File: config.mk
export PLATFORM = sky130hd
export DESIGN_NAME = stopwatch_bcd
export DESIGN_NICKNAME = d
export VERILOG_FILES = /design/src/rtl/stopwatch_bcd.sv
export SDC_FILE = /design/constraint.sdc
export NUM_CORES = 1
export LEC_CHECK = 0
export BUFFER_PORTS_ARGS = -buffer_cell sky130_fd_sc_hd__buf_2
export CAP_MARGIN = 20
export CORE_MARGIN = 1.5
export CORE_UTILIZATION = 55
export CTS_CLUSTER_DIAMETER = 40
export DETAILED_ROUTE_END_ITERATION = 8
export GPL_TIMING_DRIVEN = 0
export HOLD_SLACK_MARGIN = 0.1
export PLACE_DENSITY = 0.77
export SLEW_MARGIN = 15
export SYNTH_ARGS = -nofsm -noshare
export SYNTH_HDL_FRONTEND = slang
export SYNTH_SLANG_ARGS = --single-unit
File: constraint.sdc
create_clock -name CLK_50M -period 1.9 [get_ports CLK_50M]
set_input_delay 0.285 -clock CLK_50M [delete_from_list [all_inputs] [get_ports CLK_50M]]
set_output_delay 0.285 -clock CLK_50M [all_outputs]
set_load 0.05 [all_outputs]
File: src/rtl/stopwatch_bcd.sv
// MM:SS.cc stopwatch kept as six BCD digits, with debounced start/stop and clear keys.
// Drives the digit bus of the six-digit seven-segment scanner.
`timescale 1ns/1ps
module stopwatch_bcd #(
   parameter int unsigned TICK_DIV = 500_000,
   parameter int unsigned DEB_CNT  = 1_000_000
) (
   input  logic        CLK_50M,
   input  logic        RST_N,
   input  logic        KEY_START_N,
   input  logic        KEY_CLR_N,
   output logic [23:0] DIGITS,
   output logic        DIG_UPD,
   output logic        RUNNING,
   output logic        OVF
);

   localparam int unsigned     PS_W   = (TICK_DIV > 1) ? $clog2(TICK_DIV) : 1;
   localparam int unsigned     DB_W   = (DEB_CNT > 1) ? $clog2(DEB_CNT) : 1;
   localparam logic [PS_W-1:0] PS_MAX = PS_W'(TICK_DIV - 1);
   localparam logic [DB_W-1:0] DB_MAX = DB_W'(DEB_CNT - 1);

   typedef enum logic [1:0] {ST_IDLE, ST_RUN, ST_PAUSE} state_t;

   // bit 0 = start/stop key, bit 1 = clear key
   logic [1:0]      sync1_q, sync1_d, sync2_q, sync2_d;
   logic [1:0]      deb_q, deb_d, deb_dly_q, deb_dly_d, press_q, press_d;
   logic [DB_W-1:0] start_cnt_q, start_cnt_d, clr_cnt_q, clr_cnt_d;
   state_t          state_q, state_d;
   logic [PS_W-1:0] presc_q, presc_d;
   logic [23:0]     digits_q, digits_d, digits_inc;
   logic            dig_upd_q, dig_upd_d, running_q, running_d, ovf_q, ovf_d;
   logic [4:0]      cy;
   logic            wrap, tick, start_press, clr_press;

   // Counter advances only while the synchronized level disagrees with the
   // accepted level, so DEB_CNT consecutive disagreeing samples flip it.
   function automatic logic [DB_W:0] deb_step(input logic sync, input logic deb,
                                              input logic [DB_W-1:0] cnt);
      deb_step = {deb, {DB_W{1'b0}}};
      if (sync != deb) begin
         if (cnt == DB_MAX) deb_step = {sync, {DB_W{1'b0}}};
         else               deb_step = {deb, cnt + 1'b1};
      end
   endfunction

   function automatic logic [4:0] bcd_inc(input logic [3:0] dig, input logic [3:0] lim,
                                          input logic cin);
      bcd_inc = {1'b0, dig};
      if (cin) bcd_inc = (dig == lim) ? {1'b1, 4'd0} : {1'b0, dig + 4'd1};
   endfunction

   always_comb begin
      sync1_d   = {KEY_CLR_N, KEY_START_N};
      sync2_d   = sync1_q;
      deb_d     = deb_q;
      deb_dly_d = deb_q;
      {deb_d[0], start_cnt_d} = deb_step(sync2_q[0], deb_q[0], start_cnt_q);
      {deb_d[1], clr_cnt_d}   = deb_step(sync2_q[1], deb_q[1], clr_cnt_q);
      press_d   = deb_dly_q & ~deb_q;
   end

   assign start_press = press_q[0];
   assign clr_press   = press_q[1];

   always_comb begin
      {cy[0], digits_inc[3:0]}   = bcd_inc(digits_q[3:0],   4'd9, 1'b1);
      {cy[1], digits_inc[7:4]}   = bcd_inc(digits_q[7:4],   4'd9, cy[0]);
      {cy[2], digits_inc[11:8]}  = bcd_inc(digits_q[11:8],  4'd9, cy[1]);
      {cy[3], digits_inc[15:12]} = bcd_inc(digits_q[15:12], 4'd5, cy[2]);
      {cy[4], digits_inc[19:16]} = bcd_inc(digits_q[19:16], 4'd9, cy[3]);
      {wrap,  digits_inc[23:20]} = bcd_inc(digits_q[23:20], 4'd5, cy[4]);
   end

   always_comb begin
      tick     = (state_q == ST_RUN) && (presc_q == PS_MAX);
      state_d  = state_q;
      presc_d  = presc_q;
      digits_d = digits_q;
      ovf_d    = 1'b0;
      if (clr_press) begin
         state_d  = ST_IDLE;
         presc_d  = '0;
         digits_d = '0;
      end else begin
         case (state_q)
            ST_IDLE: begin
               presc_d = '0;
               if (start_press) state_d = ST_RUN;
            end
            ST_RUN: begin
               presc_d = tick ? '0 : presc_q + 1'b1;
               if (tick) begin
                  digits_d = digits_inc;
                  ovf_d    = wrap;
               end
               if (start_press) state_d = ST_PAUSE;
            end
            ST_PAUSE: if (start_press) state_d = ST_RUN;
            default:  state_d = ST_IDLE;
         endcase
      end
      dig_upd_d = (digits_d != digits_q);
      running_d = (state_d == ST_RUN);
   end

   always_ff @(posedge CLK_50M or negedge RST_N) begin
      if (!RST_N) begin
         sync1_q     <= '1;
         sync2_q     <= '1;
         deb_q       <= '1;
         deb_dly_q   <= '1;
         press_q     <= '0;
         start_cnt_q <= '0;
         clr_cnt_q   <= '0;
         state_q     <= ST_IDLE;
         presc_q     <= '0;
         digits_q    <= '0;
         dig_upd_q   <= 1'b0;
         running_q   <= 1'b0;
         ovf_q       <= 1'b0;
      end else begin
         sync1_q     <= sync1_d;
         sync2_q     <= sync2_d;
         deb_q       <= deb_d;
         deb_dly_q   <= deb_dly_d;
         press_q     <= press_d;
         start_cnt_q <= start_cnt_d;
         clr_cnt_q   <= clr_cnt_d;
         state_q     <= state_d;
         presc_q     <= presc_d;
         digits_q    <= digits_d;
         dig_upd_q   <= dig_upd_d;
         running_q   <= running_d;
         ovf_q       <= ovf_d;
      end
   end

   assign DIGITS  = digits_q;
   assign DIG_UPD = dig_upd_q;
   assign RUNNING = running_q;
   assign OVF     = ovf_q;

endmodule

Yosys cells after proc, flatten, opt, wreduce, memory -nomap -nowiden
Cells that the tools add are included.
Operators by class
  reduce and logical (&&, ||, !) cells: 6
  bitwise logic cells: 2
  add/subtract/negate cells: 9
  multiplexer cells: 28
  equal/unequal tests: 15
Operator list (count)
  20-bit 2-to-1 mux: 4
  24-bit 2-to-1 mux: 3
  5-bit 2-to-1 mux: 11
  20-bit by 1-bit adder with 20-bit output (second input constant): 2
  20-bit == test (second input constant): 2
  19-bit 2-to-1 mux: 2
  19-bit one-hot mux with 2 select lines: 1
  4-bit by 1-bit adder with 4-bit output (second input constant): 6
  24-bit inequality test: 1
  19-bit by 1-bit adder with 19-bit output (second input constant): 1
  19-bit == test (second input constant): 1
  4-bit == test (second input constant): 4
  4-bit by 3-bit == test with 1-bit output (second input constant): 2
  2-bit 2-to-1 mux: 3
  2-bit by 1-bit == test with 1-bit output (second input constant): 2
  2-bit one-hot mux with 2 select lines: 1
  2-bit AND reduction: 2
  1-bit 2-to-1 mux: 3
  3-bit nonzero test: 1
  2-bit AND: 1
  2-bit == test (second input constant): 1
  2-bit zero test: 1
  1-bit inequality test: 2
  2-bit NOT: 1
  2 further kinds: 2
Storage, ports and cells
  logic and storage cells: 74
  input port bits: 4
  register bits after elaboration: 98
  output and inout bits: 27

Logic depth before layout (Yosys ltp)
Gate-level depths: netlist of run 1.
  depth in word-level cells: 11
  mapped depth: 10
  gate-level depth less buffers: 7

Least setup slack after synthesis of run 1
No wires, ideal clock.
  path kind: register to register
  from: reg digits_q[4] (netlist: DIGITS[4])
  to: reg digits_q[15] (netlist: DIGITS[15])
  path slack: -0.303 ns
  buffers on the path: 1
  required time: 1.822 ns
  stages on the path, launching flop included: 8
  arrival: 2.125 ns
  period minus slack after synthesis: 2.203 ns
  setup time: 0.078 ns
  cells stage by stage: dfrtp_1 > ha_1 > and3b_1 > buf_2 > and4_4 > nand2_4 > or4_1 > a21oi_1
Between the ends
  longest elaborated chain between the ends: 8
Ends and longest elaborated chain
  start, declared: line 31  | logic [23:0] digits_q, digits_d, digits_inc;
  start signal, assigned: line 132  | digits_q <= digits_d;
  4-bit == test: line 50  | if (cin) bcd_inc = (dig == lim) ? {1'b1, 4'd0} : {1'b0, dig + 4'd1};
  5-bit 2-to-1 mux (4 in a row): line 50
  24-bit 2-to-1 mux: line 93  | if (tick) begin
  24-bit 2-to-1 mux: line 86  | case (state_q)
  24-bit 2-to-1 mux: line 81  | if (clr_press) begin
  named net digits_d[15]: line 31
The timed path passes the listed nets, and every way through them passes these cells.
A chain may end at the register's enable or synchronous reset.

Worst setup path in the final report of run 1
  from: reg presc_q[7]
  to: reg digits_q[11] (netlist: DIGITS[11])
Between the ends
  longest elaborated chain between the ends: 5
Ends and longest elaborated chain
  start, declared: line 30  | logic [PS_W-1:0] presc_q, presc_d;
  start signal, assigned: line 131  | presc_q <= presc_d;
  19-bit == test: line 76  | tick = (state_q == ST_RUN) && (presc_q == PS_MAX);
  1-bit logical AND: line 76
  24-bit 2-to-1 mux: line 93
  24-bit 2-to-1 mux: line 86
  24-bit 2-to-1 mux: line 81
  named net digits_d[11]: line 31
The timed path passes the listed nets, and every way through them passes these cells.

==> impl_metrics.py, run 1 <==
metrics = {
    "timing": {
        "fin_crit_sh": 1.058,
        "setup_viol": 7,
        "worst_pin_slew_ns": 0.5819,
        "relSlewSlack": 0.6106,
        "rsz0062_at_grt": "true",
        "clock.fmax_mhz": 497.4,
        "fin_worst_skew_ns": 0.006191,
        "whs_ns": 0.3559,
        "fin_tns_setup_ns": -0.3094,
        "drv_slew": 0,
        "finalHoldViolations": 0,
        "fin_ws_ns": -0.1104,
        "period_minus_slack_ns": 2.010,
    },
    "grt": {
        "grt_max_degree": 67,
        "antenna_found_initial": 0,
        "grt-ovfl-total": 0,
        "grt_pass1_wl_mm": 19.11,
        "grt_usage": 0.2353,
        "grt_pass1_vias": 4059,
    },
    "floorplan": {
        "die_x_um": 100.4,
        "core-area_um2": 9196,
        "io_pins": 31,
        "dieArea_um2": 10080,
        "start_util": 0.5672,
        "die_h_um": 100.4,
        "rows": 35,
    },
    "power_and_ir_drop": {
        "seqPwrFrac": 0.612,
        "power.switching_fraction": 0.2325,
        "p_int_mw": 2.653,
        "p_clk_frac": 0.359,
        "power_density_nw_per_um2": 547.6,
        "irDropWorstVdd_uv": 500.9,
        "p_sw_mw": 0.8035,
        "leakagePower_nw": 2.724,
        "comb_power_share": 0.028,
    },
    "routing": {
        "wirelength_mm": 11.84,
        "highest_layer": "met4",
        "wl_per_cell_um": 16.18,
        "ant_nets": 0,
        "wl_met2_mm": 5.958,
        "viasPerCell": 5.889,
        "wl_met1_mm": 5.103,
        "drcViolationCount": 0,
        "drt_pass1_iterations": 4,
        "wl_met3_um": 571,
        "first_iter_violations": 223,
        "num_vias": 4311,
    },
    "run_status": {
        "violations": "setup timing",
        "status": "finished, violations left",
    },
    "worst_setup_path": {
        "rr_startpoint": "presc_q[7]",
        "r2r-end": "DIGITS[11]",
        "r2r_setup_slack_ns": -0.11,
        "worst-setup-path-type": "reg -> reg",
        "r2r_cells": 6,
        "crit_fanout": 4,
        "path_cells": "nor4b_2 > and4_4 > buf_12 > nand4_1 > or3_1 > a21oi_2",
        "cp-start-kind": "register",
        "cp.arrival_ns": 2.30,
        "critPathSlowestCell": "dfrtp_2",
        "worstSetupEndpointType": "register",
        "cpPeakStageDelay_ns": 0.44,
        "required_ns": 2.19,
    },
    "cts": {
        "path_clk_slew_ns": 0.09,
        "clock_latency_ns": 0.36,
        "cts_num_sinks": 98,
        "cts_root_buf": "clkbuf_8",
        "numCtsBuffers": 9,
        "cts_tree": "done",
        "cts_max_level": 3,
        "cts_max_path_buffers": 2,
    },
    "yosys": {
        "synthArstFlopShare": 1.000,
        "synth_area_um2": 5216,
        "synth-adder-area-share": 0.03118,
        "synthFlopType": "dfrtp_1",
        "synthesis.nets": 563,
        "ys_seq_area_frac": 0.4721,
        "ys_types": 58,
        "ys_warn_count": 0,
        "synth_area_per_cell_um2": 9.554,
        "synth-compound-area-share": 0.08419,
        "muxShareOfSynthArea": 0.02015,
        "synthXorXnorAreaFrac": 0.07052,
        "synth_top_family_by_area": "simple AND/OR/NAND/NOR gates",
        "synthCells": 546,
        "synth-edff-count": 0,
        "synth_simple_gate_area_frac": 0.2876,
        "synth_seq_cells": 98,
    },
    "worst_hold_path": {
        "whs_endpoint": "sync2_q[0]",
        "hold_depth": 0,
        "worstHoldStart": "sync1_q[0]",
        "min-delay-path-class": "reg -> reg",
    },
    "final_layout": {
        "finish.utilization": 0.6864,
        "diodes": 0,
        "drive_gt1_frac": 0.3011,
        "final_cell_mix": "nor2_1 (74), dfrtp_1 (70), nand2_1 (46)",
        "fillers": 695,
        "postLayoutCellArea_um2": 6312,
        "area_growth_pct": 21.01,
        "nets": 633,
        "mostFrequentLayoutCell": "nor2_1",
    },
    "placement": {
        "hpwlAfterDp_mm": 7.443,
        "pre_cts_ws_ns": -0.3343,
        "place_congestion": 0.8811,
        "placed_area_um2": 5582,
        "portBuffers": 30,
    },
    "job": {
        "cap_violations": 0,
    },
}
worst max path at each step:
stage                   start         endpoint  slack [ns]
6_report           presc_q[7]       DIGITS[11]       -0.11
5_1_grt            presc_q[1]              OVF       -0.23
4_1_cts            presc_q[0]        DIGITS[6]       -0.04
3_5_place_dp   start_cnt_q[0]  start_cnt_q[19]       -0.33
3_3_place_gp            RST_N        DIGITS[2]       -0.66
2_1_floorplan       DIGITS[4]       DIGITS[15]       -0.10
cell families after synthesis:
group | after synthesis
xor+xnor | 42
mux | 10
compound gates | 73
buf+inv | 37
simple gates | 273
flops | 98
fa+ha+maj | 13
repair_timing:
item | in CTS | in global routing
resized for setup | 30 | 48
endpoints found under the hold margin | 34 | 0
setup buffers | 16 | 13
endpoints found under the setup margin | 77 | 67
pin swaps | 11 | 18
hold buffers | 3 | 0
cloned | 1 | 1
cell type report:
type	instances	area, um2	share of cell area
plain buffers	12	96.34	0.01526
repair buffers	65	485.5	0.07691
clock inverters	5	37.54	0.005946
clock buffers	11	141.4	0.02240
flip-flops and latches	98	2487	0.3941
multi-input cells	411	2854	0.4521
well taps	111	138.9	0.02200
inverters	19	71.32	0.01130
power by group through the flow:
| stage | sequential, mW | combinational [mW] | clock [mW] |
|---|---|---|---|
| finish | 2.12 | 0.0981 | 1.24 |
| detailed placement | 2.16 | 0.0921 | 0 |
| global placement | 2.16 | 0.0829 | 0 |
| CTS | 2.12 | 0.0994 | 1.29 |
| global route | 2.12 | 0.117 | 1.36 |
| floorplan | 2.15 | 0.0320 | 0 |
worst max-delay path: cells and delay by family (launching register included):
family          cells  cell delay [ns]
compound gates      1             0.18
simple gates        4             1.17
buf+inv             1             0.14
flops               1             0.44
state kept, by name (all words and copies together), names as in the netlist:
name	flops
deb_dly_d	2
deb_dly_q	2
clr_cnt_q	20
OVF	1
sync1_q	2
sync2_q	2
DIG_UPD	1
start_cnt_q	20
press_q	2
RUNNING	1
presc_q	19
state_q	2
DIGITS	24
per-layer routing:
| metal | vias to the layer above | global-route usage |
|---|---|---|
| li1 | 2055 | - |
| met1 | 2108 | 0.3212 |
| met2 | 125 | 0.3804 |
| met3 | 23 | 0.05362 |
| met4 | 0 | 0.06284 |
| met5 | - | 0 |
cell usage after synthesis, drive strengths merged (2+ instances only):
cell    number  area (um2)
dfrtp       90        2252
nor2        76       285.3
nand2       48       187.7
nand3       36       192.7
a21oi       31       158.9
xnor2       21       183.9
xor2        21       183.9
inv         19       71.32
nor4        17       127.6
o21ai       17       85.08
nand4       16       100.1
ha          13       162.7
a31oi       12       75.07
buf         12       85.08
or3         11       68.82
nor3         9       45.04
and4         8       72.57
dfstp        8       210.2
nor4b        8       97.59
and3         7       43.79
clkbuf       6       22.52
mux2i        6       60.06
nor2b        6       37.54
or2b         5       37.54
or4          5       37.54
and2         4       25.02
mux2         4       45.04
or2          4       25.02
nand3b       3       22.52
a22o         2       17.52
a31o         2       17.52
and3b        2       17.52
and4b        2       21.27
and4bb       2       25.02
nor3b        2       15.01
o31ai        2       15.01
stage by stage:
stage / total power [mW] / instances
after floorplan: 2.186 / 546
after global placement: 2.239 / 687
after CTS: 3.508 / 720
after global routing: 3.596 / 732
after detailed placement: 2.249 / 688
final: 3.456 / 732
No activity file was read; power rests on OpenSTA's default activity.
==> run 2, diff against run 1 <==
- CORE_UTILIZATION: 55 -> 40
- PLACE_DENSITY: 0.77 -> 0.56
==> impl_metrics.py, run 2 (synthesized netlist as in run 1, its figures left out) <==
metrics = {
    "run_status": {
        "status": "finished, violations left",
        "violations": "setup timing",
    },
    "floorplan": {
        "dieArea_um2": 13730,
        "io_pins": 31,
        "start_util": 0.4117,
        "die_h_um": 117.2,
        "die_x_um": 117.2,
        "rows": 41,
        "core-area_um2": 12670,
    },
    "timing": {
        "relSlewSlack": 0.5702,
        "fin_worst_skew_ns": 0.009288,
        "whs_ns": 0.3551,
        "clock.fmax_mhz": 523.2,
        "fin_ws_ns": -0.01118,
        "finalHoldViolations": 0,
        "setup_viol": 3,
        "rsz0062_at_grt": "true",
        "fin_crit_sh": 1.006,
        "period_minus_slack_ns": 1.911,
        "drv_slew": 0,
        "worst_pin_slew_ns": 0.6433,
    },
    "final_layout": {
        "area_growth_pct": 25.81,
        "nets": 635,
        "diodes": 0,
        "largest_reg_flops": 24,
        "final_cell_mix": "nor2_1 (73), dfrtp_1 (64), nand2_1 (47)",
        "drive_gt1_frac": 0.3162,
        "mostFrequentLayoutCell": "nor2_1",
    },
    "worst_setup_path": {
        "worst-setup-path-type": "reg -> reg",
        "worstSetupStartpoint": "DIGITS[5]",
        "cp.arrival_ns": 2.20,
        "required_ns": 2.19,
        "cp-start-kind": "register",
        "worstSetupEndpointType": "register",
        "rr_startpoint": "DIGITS[5]",
        "r2r_setup_slack_ns": -0.01,
        "crit_fanout": 5,
    },
    "routing": {
        "first_iter_violations": 161,
        "drcViolationCount": 0,
        "viasPerCell": 5.327,
        "wl_per_cell_um": 15.10,
        "ant_nets": 0,
        "drt_pass1_iterations": 4,
        "wirelength_mm": 12.00,
        "num_vias": 4235,
    },
    "power_and_ir_drop": {
        "irDropWorstVdd_uv": 502.4,
        "leakagePower_nw": 2.765,
        "power_density_nw_per_um2": 619.5,
    },
    "grt": {
        "antenna_found_initial": 0,
        "grt_max_degree": 76,
        "grt_usage": 0.1859,
        "grt-ovfl-total": 0,
        "grt_pass1_wl_mm": 19.90,
        "grt_pass1_vias": 4055,
    },
    "cts": {
        "numCtsBuffers": 9,
        "path_clk_slew_ns": 0.07,
        "cts_max_path_buffers": 2,
        "cts_tree": "done",
        "cts_max_level": 3,
        "clock_latency_ns": 0.35,
        "cts_num_sinks": 98,
        "cts_root_buf": "clkbuf_16",
    },
    "worst_hold_path": {
        "min-delay-path-class": "in -> async",
    },
    "placement": {
        "pre_cts_ws_ns": -0.3437,
        "portBuffers": 30,
        "place_congestion": 0.8418,
        "hpwlAfterDp_mm": 7.735,
    },
    "job": {
        "cap_violations": 0,
    },
}
-- run 2: report_power, final --
part	internal, mW	total, mW	switching, mW
combinational	0.0336	0.100	0.0666
sequential	2.10	2.12	0.0138
clock	1.03	1.85	0.821
-- run 2: final timing paths --
path	endpoint	cells past startpoint
worst max-delay path	DIGITS[15]	8
max in group asynchronous	deb_dly_d[1]	3
worst min register to register	sync2_q[1]	0
worst max register to register	DIGITS[15]	8
min in group CLK_50M	sync2_q[1]	0
worst min-delay path	DIG_UPD	2
-- run 2: layer usage --
metal	part of all wire	global-route usage
met4	0.018	0.08032
met2	0.48	0.2992
met3	0.030	0.02832
met1	0.47	0.2502
met5	0	0
-- run 2: what timing repair did --
action | CTS | global route
resized for setup | 42 | 53
hold endpoints to repair | 25 | 0
gates cloned | 0 | 2
hold buffers | 3 | 0
setup endpoints to repair | 79 | 71
pin swaps | 23 | 18
setup buffers | 18 | 13
-- run 2: layout make-up --
cell class                 count  area (um2)
fill                        1185        6108
sequential                    98        2495
buffer                        12       92.59
tap                          172       215.2
clock inverter                 6       66.31
timing repair buffer          67       515.5
multi-input combinational    411        2878
inverter                      19       71.32
clock buffer                  10       229.0
-- run 2: worst max-delay path: stages (launching register included) --
cell and delay (ns):
dfrtp_2 0.42, inv_2 0.05, ha_2 0.14, and3b_1 0.19
buf_6 0.12, and4_4 0.32, nand2_8 0.06, or4_4 0.42
a21oi_2 0.12
-- run 2: through the flow --
| stage | cell area, um2 | utilization | TNS (ns) | total power [mW] | std cells |
|---|---|---|---|---|---|
| floorplan | 5259 | - | -0.3121 | 2.186 | 546 |
| global placement | 5624 | 0.4439 | -69.36 | 2.242 | 748 |
| detailed placement | 5658 | 0.4465 | -17.46 | 2.252 | 749 |
| CTS | 6269 | 0.4947 | -1.232 | 4.124 | 782 |
| global route | 6563 | 0.5179 | -0.7364 | 4.208 | 795 |
| finish | 6563 | 0.5179 | -0.01685 | 4.065 | 795 |
==> run 3, diff against run 2 <==
- PLACE_DENSITY: 0.56 -> 0.65
==> impl_metrics.py, run 3 (synthesized netlist as in run 1, its figures left out) <==
metrics = {
    "final_layout": {
        "multi_input_area_um2": 2861,
        "seq_area_um2": 2490,
        "nets": 634,
        "fillers": 1133,
        "mostFrequentLayoutCell": "nor2_1",
        "area_growth_pct": 24.99,
        "diodes": 0,
        "largest_reg_flops": 24,
        "finish.utilization": 0.5146,
        "drive_gt1_frac": 0.3103,
        "final_cell_mix": "nor2_1 (74), dfrtp_1 (68), nand2_1 (44)",
        "postLayoutCellArea_um2": 6520,
    },
    "placement": {
        "portBuffers": 30,
        "placed_area_um2": 5658,
        "pre_cts_ws_ns": -0.2808,
        "hpwlAfterDp_mm": 7.722,
        "place_congestion": 0.8197,
    },
    "floorplan": {
        "core-area_um2": 12670,
        "die_x_um": 117.2,
        "die_h_um": 117.2,
        "dieArea_um2": 13730,
        "io_pins": 31,
        "start_util": 0.4117,
        "rows": 41,
    },
    "routing": {
        "viasPerCell": 5.399,
        "first_iter_violations": 282,
        "wl_per_cell_um": 14.98,
        "drt_pass1_iterations": 7,
        "wirelength_mm": 11.90,
        "ant_nets": 0,
        "drcViolationCount": 0,
        "num_vias": 4287,
    },
    "timing": {
        "fin_worst_skew_ns": 0.004609,
        "fin_crit_sh": 1.019,
        "fin_tns_setup_ns": -0.04425,
        "period_minus_slack_ns": 1.935,
        "rsz0062_at_grt": "true",
        "worst_pin_slew_ns": 0.6797,
        "fin_ws_ns": -0.03517,
        "whs_ns": 0.3574,
        "drv_slew": 0,
        "finalHoldViolations": 0,
        "relSlewSlack": 0.5459,
        "clock.fmax_mhz": 516.8,
        "setup_viol": 2,
    },
    "power_and_ir_drop": {
        "power_density_nw_per_um2": 627.5,
        "comb_power_share": 0.025,
        "p_sw_mw": 0.9188,
        "p_int_mw": 3.173,
        "leakagePower_nw": 2.780,
        "seqPwrFrac": 0.517,
        "irDropWorstVdd_uv": 581.1,
        "p_clk_frac": 0.458,
        "power.switching_fraction": 0.2246,
    },
    "cts": {
        "cts_root_buf": "clkbuf_16",
        "clock_latency_ns": 0.34,
        "cts_num_sinks": 98,
        "cts_max_level": 3,
        "path_clk_slew_ns": 0.07,
        "cts_tree": "done",
        "numCtsBuffers": 9,
        "cts_max_path_buffers": 2,
    },
    "grt": {
        "grt_pass1_vias": 4183,
        "grt_pass1_wl_mm": 19.98,
        "grt_max_degree": 62,
        "antenna_found_initial": 0,
        "grt_usage": 0.1833,
        "grt-ovfl-total": 0,
    },
    "worst_setup_path": {
        "crit_fanout": 4,
        "worst-setup-path-type": "reg -> reg",
        "worstSetupEndpointType": "register",
        "cp.arrival_ns": 2.21,
        "cp-start-kind": "register",
        "required_ns": 2.17,
    },
    "worst_hold_path": {
        "min-delay-path-class": "reg -> reg",
    },
    "run_status": {
        "violations": "setup timing",
        "status": "finished, violations left",
    },
    "job": {
        "cap_violations": 0,
    },
}
## run 3: per-stage QoR
stage                     total power, mW  cells
after floorplan                     2.186    546
after global placement              2.240    748
after detailed placement            2.252    749
after CTS                           4.131    787
after global routing                4.235    794
final                               4.092    794
## run 3: what timing repair did
item                                    in CTS  in global routing
gates cloned                                 2                  1
pin swaps                                   15                 19
gates resized for setup                     34                 53
setup buffers                               21                  8
endpoints found under the setup margin      77                 67
endpoints found under the hold margin       31                  0
hold buffers                                 3                  0
## run 3: final cells by class
type,instances,area share
multi-input cells,411,0.4389
flip-flops and latches,98,0.3819
repair buffers,66,0.07484
clock buffers,9,0.03454
well taps,172,0.03301
plain buffers,12,0.01420
clock inverters,7,0.01171
inverters,19,0.01094
## run 3: layer usage
layer	GRT usage	part of all wire
met1	0.2515	0.47
met5	0	0
met4	0.05301	0.0068
met2	0.2961	0.49
met3	0.03605	0.036
## run 3: worst max-delay path, stage by stage (launching register included)
cell and delay (ns):
dfrtp_2 0.46, nor4b_4 0.29, and4_4 0.31, buf_6 0.12, nand4_1 0.16, or3_4 0.40
a21oi_2 0.11
## run 3: power groups by stage
stage                     Clock (mW)  Combinational (mW)  Sequential [mW]
after global placement             0              0.0841             2.16
after CTS                       1.91               0.103             2.12
after global routing            2.00               0.118             2.12
final                           1.87               0.102             2.12
after floorplan                    0              0.0320             2.15
after detailed placement           0              0.0951             2.16
## run 3: worst paths after layout
check / from / endpoint / slack, ns / cells after the start
worst max-delay path: presc_q[7] / DIGITS[11] / -0.04 / 6
worst min-delay path: sync1_q[0] / sync2_q[0] / 0.36 / 0
worst max register to register: presc_q[7] / DIGITS[11] / -0.04 / 6
worst min register to register: sync1_q[0] / sync2_q[0] / 0.36 / 0
max in group asynchronous: RST_N / presc_q[6] / 0.85 / 3
min in group asynchronous: RST_N / start_cnt_q[14] / 0.40 / 2
